File: src/rtl/pipe_hazard_ctl_if.sv
// pipe_hazard_ctl_if: decode-side hazard/forwarding signals between the pipeline and the hazard controller
interface pipe_hazard_ctl_if #(
  parameter int XLEN = 32,
  parameter int NREG = 32,
  parameter int CNT_W = 16
);
  localparam int AW = $clog2(NREG);
  logic de_valid;
  logic [AW-1:0] de_rs1;
  logic [AW-1:0] de_rs2;
  logic de_use_rs1;
  logic de_use_rs2;
  logic [AW-1:0] de_rd;
  logic de_regwen;
  logic de_is_load;
  logic [XLEN-1:0] rf_data_a;
  logic [XLEN-1:0] rf_data_b;
  logic [XLEN-1:0] exe_fwd_data;
  logic [XLEN-1:0] acc_fwd_data;
  logic [XLEN-1:0] wb_fwd_data;
  logic branch_taken;
  logic [XLEN-1:0] data_a_fwd;
  logic [XLEN-1:0] data_b_fwd;
  logic stall;
  logic flush_de;
  logic flush_exe;
  logic [CNT_W-1:0] stall_cnt;
  logic [CNT_W-1:0] flush_cnt;
  modport master(
    output de_valid, de_rs1, de_rs2, de_use_rs1, de_use_rs2, de_rd, de_regwen, de_is_load,
    output rf_data_a, rf_data_b, exe_fwd_data, acc_fwd_data, wb_fwd_data, branch_taken,
    input data_a_fwd, data_b_fwd, stall, flush_de, flush_exe, stall_cnt, flush_cnt
  );
  modport slave(
    input de_valid, de_rs1, de_rs2, de_use_rs1, de_use_rs2, de_rd, de_regwen, de_is_load,
    input rf_data_a, rf_data_b, exe_fwd_data, acc_fwd_data, wb_fwd_data, branch_taken,
    output data_a_fwd, data_b_fwd, stall, flush_de, flush_exe, stall_cnt, flush_cnt
  );
endinterface

File: src/rtl/pipe_hazard_ctl.sv
// pipe_hazard_ctl: scoreboard-based load-use/RAW stall, branch flush and operand forwarding (HAZ_FWD_EN enables forwarding)
module pipe_hazard_ctl #(
  parameter int XLEN = 32,
  parameter int NREG = 32,
  parameter int CNT_W = 16
) (
  input logic clk,
  input logic rst,
  pipe_hazard_ctl_if.slave bus
);
  localparam int AW = $clog2(NREG);
  typedef struct packed {
    logic valid;
    logic [AW-1:0] rd;
    logic regwen;
    logic is_load;
  } slot_t;
  slot_t exe_s, acc_s, wb_s;
  logic [2:0] hit_a, hit_b;
  logic hazard;
  logic unused;
  assign unused = wb_s.is_load;
  function automatic logic hit(slot_t s, logic [AW-1:0] rs, logic use_rs);
    return s.valid && s.regwen && s.rd != '0 && s.rd == rs && use_rs;
  endfunction
  // source matches against each slot, operand selection and hazard outputs
  always_comb begin
    hit_a = {hit(wb_s, bus.de_rs1, bus.de_use_rs1), hit(acc_s, bus.de_rs1, bus.de_use_rs1), hit(exe_s, bus.de_rs1, bus.de_use_rs1)};
    hit_b = {hit(wb_s, bus.de_rs2, bus.de_use_rs2), hit(acc_s, bus.de_rs2, bus.de_use_rs2), hit(exe_s, bus.de_rs2, bus.de_use_rs2)};
`ifdef HAZ_FWD_EN
    bus.data_a_fwd = hit_a[0] ? bus.exe_fwd_data : hit_a[1] ? bus.acc_fwd_data : hit_a[2] ? bus.wb_fwd_data : bus.rf_data_a;
    bus.data_b_fwd = hit_b[0] ? bus.exe_fwd_data : hit_b[1] ? bus.acc_fwd_data : hit_b[2] ? bus.wb_fwd_data : bus.rf_data_b;
    hazard = (hit_a[0] | hit_b[0]) & exe_s.is_load;
`else
    bus.data_a_fwd = bus.rf_data_a;
    bus.data_b_fwd = bus.rf_data_b;
    hazard = |{hit_a, hit_b};
`endif
    bus.stall = bus.de_valid & hazard & ~bus.branch_taken;
    bus.flush_de = bus.branch_taken;
    bus.flush_exe = bus.stall | bus.branch_taken;
  end
  // scoreboard shift chain and saturating event counters
  always_ff @(posedge clk) begin
    if (rst) begin
      exe_s <= '0;
      acc_s <= '0;
      wb_s <= '0;
      bus.stall_cnt <= '0;
      bus.flush_cnt <= '0;
    end else begin
      wb_s <= acc_s;
      acc_s <= exe_s;
      exe_s <= (bus.de_valid && !bus.stall && !bus.branch_taken) ? {1'b1, bus.de_rd, bus.de_regwen, bus.de_is_load} : '0;
      bus.stall_cnt <= (bus.stall && !(&bus.stall_cnt)) ? bus.stall_cnt + 1'b1 : bus.stall_cnt;
      bus.flush_cnt <= (bus.branch_taken && !(&bus.flush_cnt)) ? bus.flush_cnt + 1'b1 : bus.flush_cnt;
    end
  end
endmodule

File: src/flat_wrapper.sv
// flat-port wrapper written by rule: the top's interface ports become plain ports
module pipe_hazard_ctl_flat 
#(
  parameter int XLEN = 32,
  parameter int NREG = 32,
  parameter int CNT_W = 16
)
  (clk, rst, bus_de_valid, bus_de_rs1, bus_de_rs2, bus_de_use_rs1, bus_de_use_rs2, bus_de_rd, bus_de_regwen, bus_de_is_load, bus_rf_data_a, bus_rf_data_b, bus_exe_fwd_data, bus_acc_fwd_data, bus_wb_fwd_data, bus_branch_taken, bus_data_a_fwd, bus_data_b_fwd, bus_stall, bus_flush_de, bus_flush_exe, bus_stall_cnt, bus_flush_cnt);
  pipe_hazard_ctl_if #(.XLEN(XLEN), .NREG(NREG), .CNT_W(CNT_W)) bus_i ();
  input logic clk;
  input logic rst;
  input wire logic [$bits(bus_i.de_valid)-1:0] bus_de_valid;
  input wire logic [$bits(bus_i.de_rs1)-1:0] bus_de_rs1;
  input wire logic [$bits(bus_i.de_rs2)-1:0] bus_de_rs2;
  input wire logic [$bits(bus_i.de_use_rs1)-1:0] bus_de_use_rs1;
  input wire logic [$bits(bus_i.de_use_rs2)-1:0] bus_de_use_rs2;
  input wire logic [$bits(bus_i.de_rd)-1:0] bus_de_rd;
  input wire logic [$bits(bus_i.de_regwen)-1:0] bus_de_regwen;
  input wire logic [$bits(bus_i.de_is_load)-1:0] bus_de_is_load;
  input wire logic [$bits(bus_i.rf_data_a)-1:0] bus_rf_data_a;
  input wire logic [$bits(bus_i.rf_data_b)-1:0] bus_rf_data_b;
  input wire logic [$bits(bus_i.exe_fwd_data)-1:0] bus_exe_fwd_data;
  input wire logic [$bits(bus_i.acc_fwd_data)-1:0] bus_acc_fwd_data;
  input wire logic [$bits(bus_i.wb_fwd_data)-1:0] bus_wb_fwd_data;
  input wire logic [$bits(bus_i.branch_taken)-1:0] bus_branch_taken;
  output wire logic [$bits(bus_i.data_a_fwd)-1:0] bus_data_a_fwd;
  output wire logic [$bits(bus_i.data_b_fwd)-1:0] bus_data_b_fwd;
  output wire logic [$bits(bus_i.stall)-1:0] bus_stall;
  output wire logic [$bits(bus_i.flush_de)-1:0] bus_flush_de;
  output wire logic [$bits(bus_i.flush_exe)-1:0] bus_flush_exe;
  output wire logic [$bits(bus_i.stall_cnt)-1:0] bus_stall_cnt;
  output wire logic [$bits(bus_i.flush_cnt)-1:0] bus_flush_cnt;
  assign bus_i.de_valid = bus_de_valid;
  assign bus_i.de_rs1 = bus_de_rs1;
  assign bus_i.de_rs2 = bus_de_rs2;
  assign bus_i.de_use_rs1 = bus_de_use_rs1;
  assign bus_i.de_use_rs2 = bus_de_use_rs2;
  assign bus_i.de_rd = bus_de_rd;
  assign bus_i.de_regwen = bus_de_regwen;
  assign bus_i.de_is_load = bus_de_is_load;
  assign bus_i.rf_data_a = bus_rf_data_a;
  assign bus_i.rf_data_b = bus_rf_data_b;
  assign bus_i.exe_fwd_data = bus_exe_fwd_data;
  assign bus_i.acc_fwd_data = bus_acc_fwd_data;
  assign bus_i.wb_fwd_data = bus_wb_fwd_data;
  assign bus_i.branch_taken = bus_branch_taken;
  assign bus_data_a_fwd = bus_i.data_a_fwd;
  assign bus_data_b_fwd = bus_i.data_b_fwd;
  assign bus_stall = bus_i.stall;
  assign bus_flush_de = bus_i.flush_de;
  assign bus_flush_exe = bus_i.flush_exe;
  assign bus_stall_cnt = bus_i.stall_cnt;
  assign bus_flush_cnt = bus_i.flush_cnt;
  pipe_hazard_ctl #(.XLEN(XLEN), .NREG(NREG), .CNT_W(CNT_W)) u_core (.clk(clk), .rst(rst), .bus(bus_i));
endmodule
File: config.mk
export PLATFORM = sky130hd
export DESIGN_NAME = pipe_hazard_ctl_flat
export DESIGN_NICKNAME = d
export VERILOG_FILES = /design/src/rtl/pipe_hazard_ctl_if.sv /design/src/rtl/pipe_hazard_ctl.sv /design/src/flat_wrapper.sv
export SDC_FILE = /design/constraint.sdc
export NUM_CORES = 1
export LEC_CHECK = 0
export BUFFER_PORTS_ARGS = -buffer_cell sky130_fd_sc_hd__buf_4
export CAP_MARGIN = 20
export CORE_AREA = 2 2 108 110
export CTS_BUF_LIST = sky130_fd_sc_hd__clkbuf_8 sky130_fd_sc_hd__clkbuf_16
export DETAILED_ROUTE_END_ITERATION = 10
export DIE_AREA = 0 0 110 112
export PLACE_DENSITY = 0.66
export SLEW_MARGIN = 10
export SYNTH_ARGS = -nofsm -noshare
export SYNTH_HDL_FRONTEND = slang
export SYNTH_SLANG_ARGS = --single-unit
File: constraint.sdc
create_clock -name clk -period 2.8 [get_ports clk]
set_input_delay 0.28 -clock clk [delete_from_list [all_inputs] [get_ports clk]]
set_output_delay 0.28 -clock clk [all_outputs]
set_load 0.02 [all_outputs]
==> flow_metrics.env <==
export IMPL_die_area_um2=12300
export IMPL_n_antenna_cell=0
export IMPL_synth_cell_types=43
export IMPL_ys_ff_latch=53
export IMPL_ant_nets=0
export IMPL_ys_async_sr_fraction_pct=0
export IMPL_tightest_slew_ns=0.524
export IMPL_nets=522
export IMPL_core_um2=11200
export IMPL_crit_required_ns=2.52
export IMPL_synth_edff_count=0
export IMPL_setup_tns_ns=0
export IMPL_first_global_vias=2183
export IMPL_yosys_top_cells_area="dfxtp_1 35%, buf_4 16%, xor2_1 8.1%"
export IMPL_clk_insertion_delay_late_ns=0.29
export IMPL_crit_fanout=14
export IMPL_yosysWarnings=0
export IMPL_drc=0
export IMPL_grt_usage_pct=10.7
export IMPL_placed_area_um2=3100
export IMPL_grt_pass1_wl_um=10500
export IMPL_dieHeight_um=112
export IMPL_cts_buffers=5
export IMPL_synthCells=345
export IMPL_syn_area_per_cell_um2=8.74
export IMPL_drt_iter0_drc=33
export IMPL_netlist_area_um2=3020
export IMPL_htree_levels=2
export IMPL_clock_sinks=53
export IMPL_synth_top_flop_cell="dfxtp_1"
export IMPL_io_buffers=56
export IMPL_worst_setup_path_type="flop to output port"
export IMPL_grt_overflow=0
export IMPL_synth_top_area_share_pct=35.2
export IMPL_cts_buffer_depth=2
export IMPL_finalMaxSlewViolations=0
export IMPL_fin_crit_ns=2.64
export IMPL_powerDensity_nw_per_um2=459
export IMPL_cp_start_kind="flop"
export IMPL_crit_arrival_ns=2.36
export IMPL_max_slew_margin_pct=64.9
export IMPL_final_common_cell="buf_4"
export IMPL_antenna_found_initial=0
export IMPL_wirelength_um=6820
export IMPL_grt_max_degree=50
export IMPL_n_fill_cell=1171
export IMPL_cp_end_kind="output port"
export IMPL_setup_violations=0
export IMPL_initial_core_util_pct=27.0
export IMPL_final_setup_skew_ns=0.00526
export IMPL_crit_slowest_cell="or4_1"
export IMPL_viasPerCell=4.69
export IMPL_ir_drop_mv=0.215
export IMPL_yosysSeqAreaShare_pct=35.2
export IMPL_netlist_top_cell_by_area="dfxtp_1"
export IMPL_wire_per_inst_um=14.2
export IMPL_rsz0062_at_grt="false"
export IMPL_cap_violations=0
export IMPL_syn_nets=530
export IMPL_hold_class="primary input to flop"
export IMPL_cts_root_buf="clkbuf_16"
export IMPL_die_w_um=110
export IMPL_max_freq_ghz=0.379
export IMPL_stdcell_area_um2=3260
export IMPL_drive_gt1_share_pct=22.2
export IMPL_seqCellArea_um2=1060
export IMPL_post_cts_setup_buffers=0
export IMPL_syn_to_final_growth_pct=8.26
export IMPL_finalCritPeriodShare_pct=94.2
export IMPL_multiInputGateArea_um2=1420
export IMPL_rows=39
export IMPL_dr_pass1_iters=4
export IMPL_leakagePower_nw=1.27
export IMPL_finalHoldViolCount=0
export IMPL_final_cell_mix="57 x buf_4, 53 x dfxtp_1, 28 x xor2_1, 21 x nor2_1, 17 x nand3_1"
export IMPL_gp_congestion=0.789
export IMPL_clkTransAtPathRegs_ns=0.07
export IMPL_cts_tree="built"
export IMPL_max_stage_delay_ns=0.55
export IMPL_io_pins=282
export IMPL_cp_num_buf_inv=2
export IMPL_vias=2255
export IMPL_cp_cell_sequence="or4_1 -> nor2_1 -> nor4_1 -> o21ai_2 -> a31o_4 -> inv_1 -> buf_4"
export IMPL_dp_hpwl_um=4930
export IMPL_cpLargestDelayFamily="simple AND/OR/NAND/NOR gates"
export IMPL_status="complete, no violations"
per-stage QoR:
step	worst slack, ns	hold WS, ns	util (%)	instances	power (W)
after floorplan	0.433	0.376	-	345	0.000976
after global placement	0.247	0.450	27.7	472	0.000893
after detailed placement	0.203	0.448	27.7	472	0.000897
after CTS	0.0735	0.182	29.0	480	0.00152
after global routing	0.0311	0.181	29.2	481	0.00156
final	0.162	0.190	29.2	481	0.00150
repair_timing:
item,CTS,global route
endpoints found under the hold margin,0,0
gates resized for setup,0,2
setup endpoints to repair,0,1
hold buffers,0,0
report_power, final:
part / internal, W / leakage, nW / switching, W / total (W)
registers: 0.000762 / 0.428 / 0.00000969 / 0.000772
clock network: 0.000333 / 0.0702 / 0.000285 / 0.000618
logic: 0.0000503 / 0.770 / 0.0000575 / 0.000108
worst register-to-register path: stages (launching register included):
cell and delay [ns]:
dfxtp_1 0.35, ha_1 0.24, nand2_1 0.09, or4_1 0.17
o21a_1 0.24, nor3b_1 0.48, or4b_2 0.65, xor2_1 0.15
nor2_1 0.05
final timing paths:
| kind | from | endpoint | slack [ns] | depth (start not counted) |
|---|---|---|---|---|
| worst max-delay path | u_core.wb_s[2]$_SDFF_PP0_ | bus_stall | 0.16 | 7 |
| worst min-delay path | bus_de_rd[0] | u_core.exe_s[2]$_SDFF_PP0_ | 0.19 | 2 |
| worst max register to register | u_core.bus.flush_cnt[0]$_SDFFE_PP0P_ | u_core.bus.flush_cnt[14]$_SDFFE_PP0P_ | 0.26 | 8 |
| worst min register to register | u_core.exe_s[7]$_SDFF_PP0_ | u_core.acc_s[7]$_SDFF_PP0_ | 0.46 | 1 |
cell families (layout without fill, tap and decap cells):
| family | after synthesis | in the layout | synth area share (%) |
|---|---|---|---|
| buffers and inverters | 80 | 72 | 18.3 |
| multiplexers | 3 | 3 | 1.08 |
| AND/OR/NAND/NOR | 125 | 125 | 23.9 |
| XOR/XNOR | 43 | 43 | 12.5 |
| AO/OA/AOI/OAI | 39 | 40 | 8.17 |
| adder cells (fa/ha/maj) | 2 | 2 | 0.830 |
| flip-flops | 53 | 53 | 35.2 |
per-layer routing:
layer | vias to the layer above | GRT usage [%] | wire length [um] | part of all wire [%]
met5 | - | 0 | 0 | 0
met4 | 0 | 4.47 | 133 | 2.0
met3 | 20 | 2.99 | 369 | 5.4
met2 | 68 | 17.9 | 3300 | 48
met1 | 1064 | 12.8 | 3010 | 44
li1 | 1103 | - | - | -
cell usage after synthesis (2+ instances only):
master,count
o21ai_0,12
inv_1,7
and3_1,5
nand4_1,10
a21oi_1,14
or4_1,5
nor3_1,5
xor2_1,28
nor4_1,6
mux2_2,2
xnor2_1,15
and2_1,7
buf_4,65
ha_1,2
nand3_1,17
and4_1,3
dfxtp_1,53
clkbuf_1,6
or3_1,13
nor2b_1,16
o31ai_1,2
nand2_1,11
nor2_1,21
sequential cells by signal, indices dropped and copies added, names as in the netlist:
| register | cells |
|---|---|
| u_core.bus.flush_cnt | 16 |
| u_core.exe_s | 7 |
| u_core.acc_s | 7 |
| u_core.wb_s | 7 |
| u_core.bus.stall_cnt | 16 |
final cells by class:
class	count	area share, %
Tap cell	143	5.48
Multi-Input combinational cell	213	43.6
Inverter	7	0.805
Clock inverter	3	0.652
Sequential cell	53	32.5
Timing Repair Buffer	57	13.1
Clock buffer	5	3.83
Power figures use the tool's default switching activity.
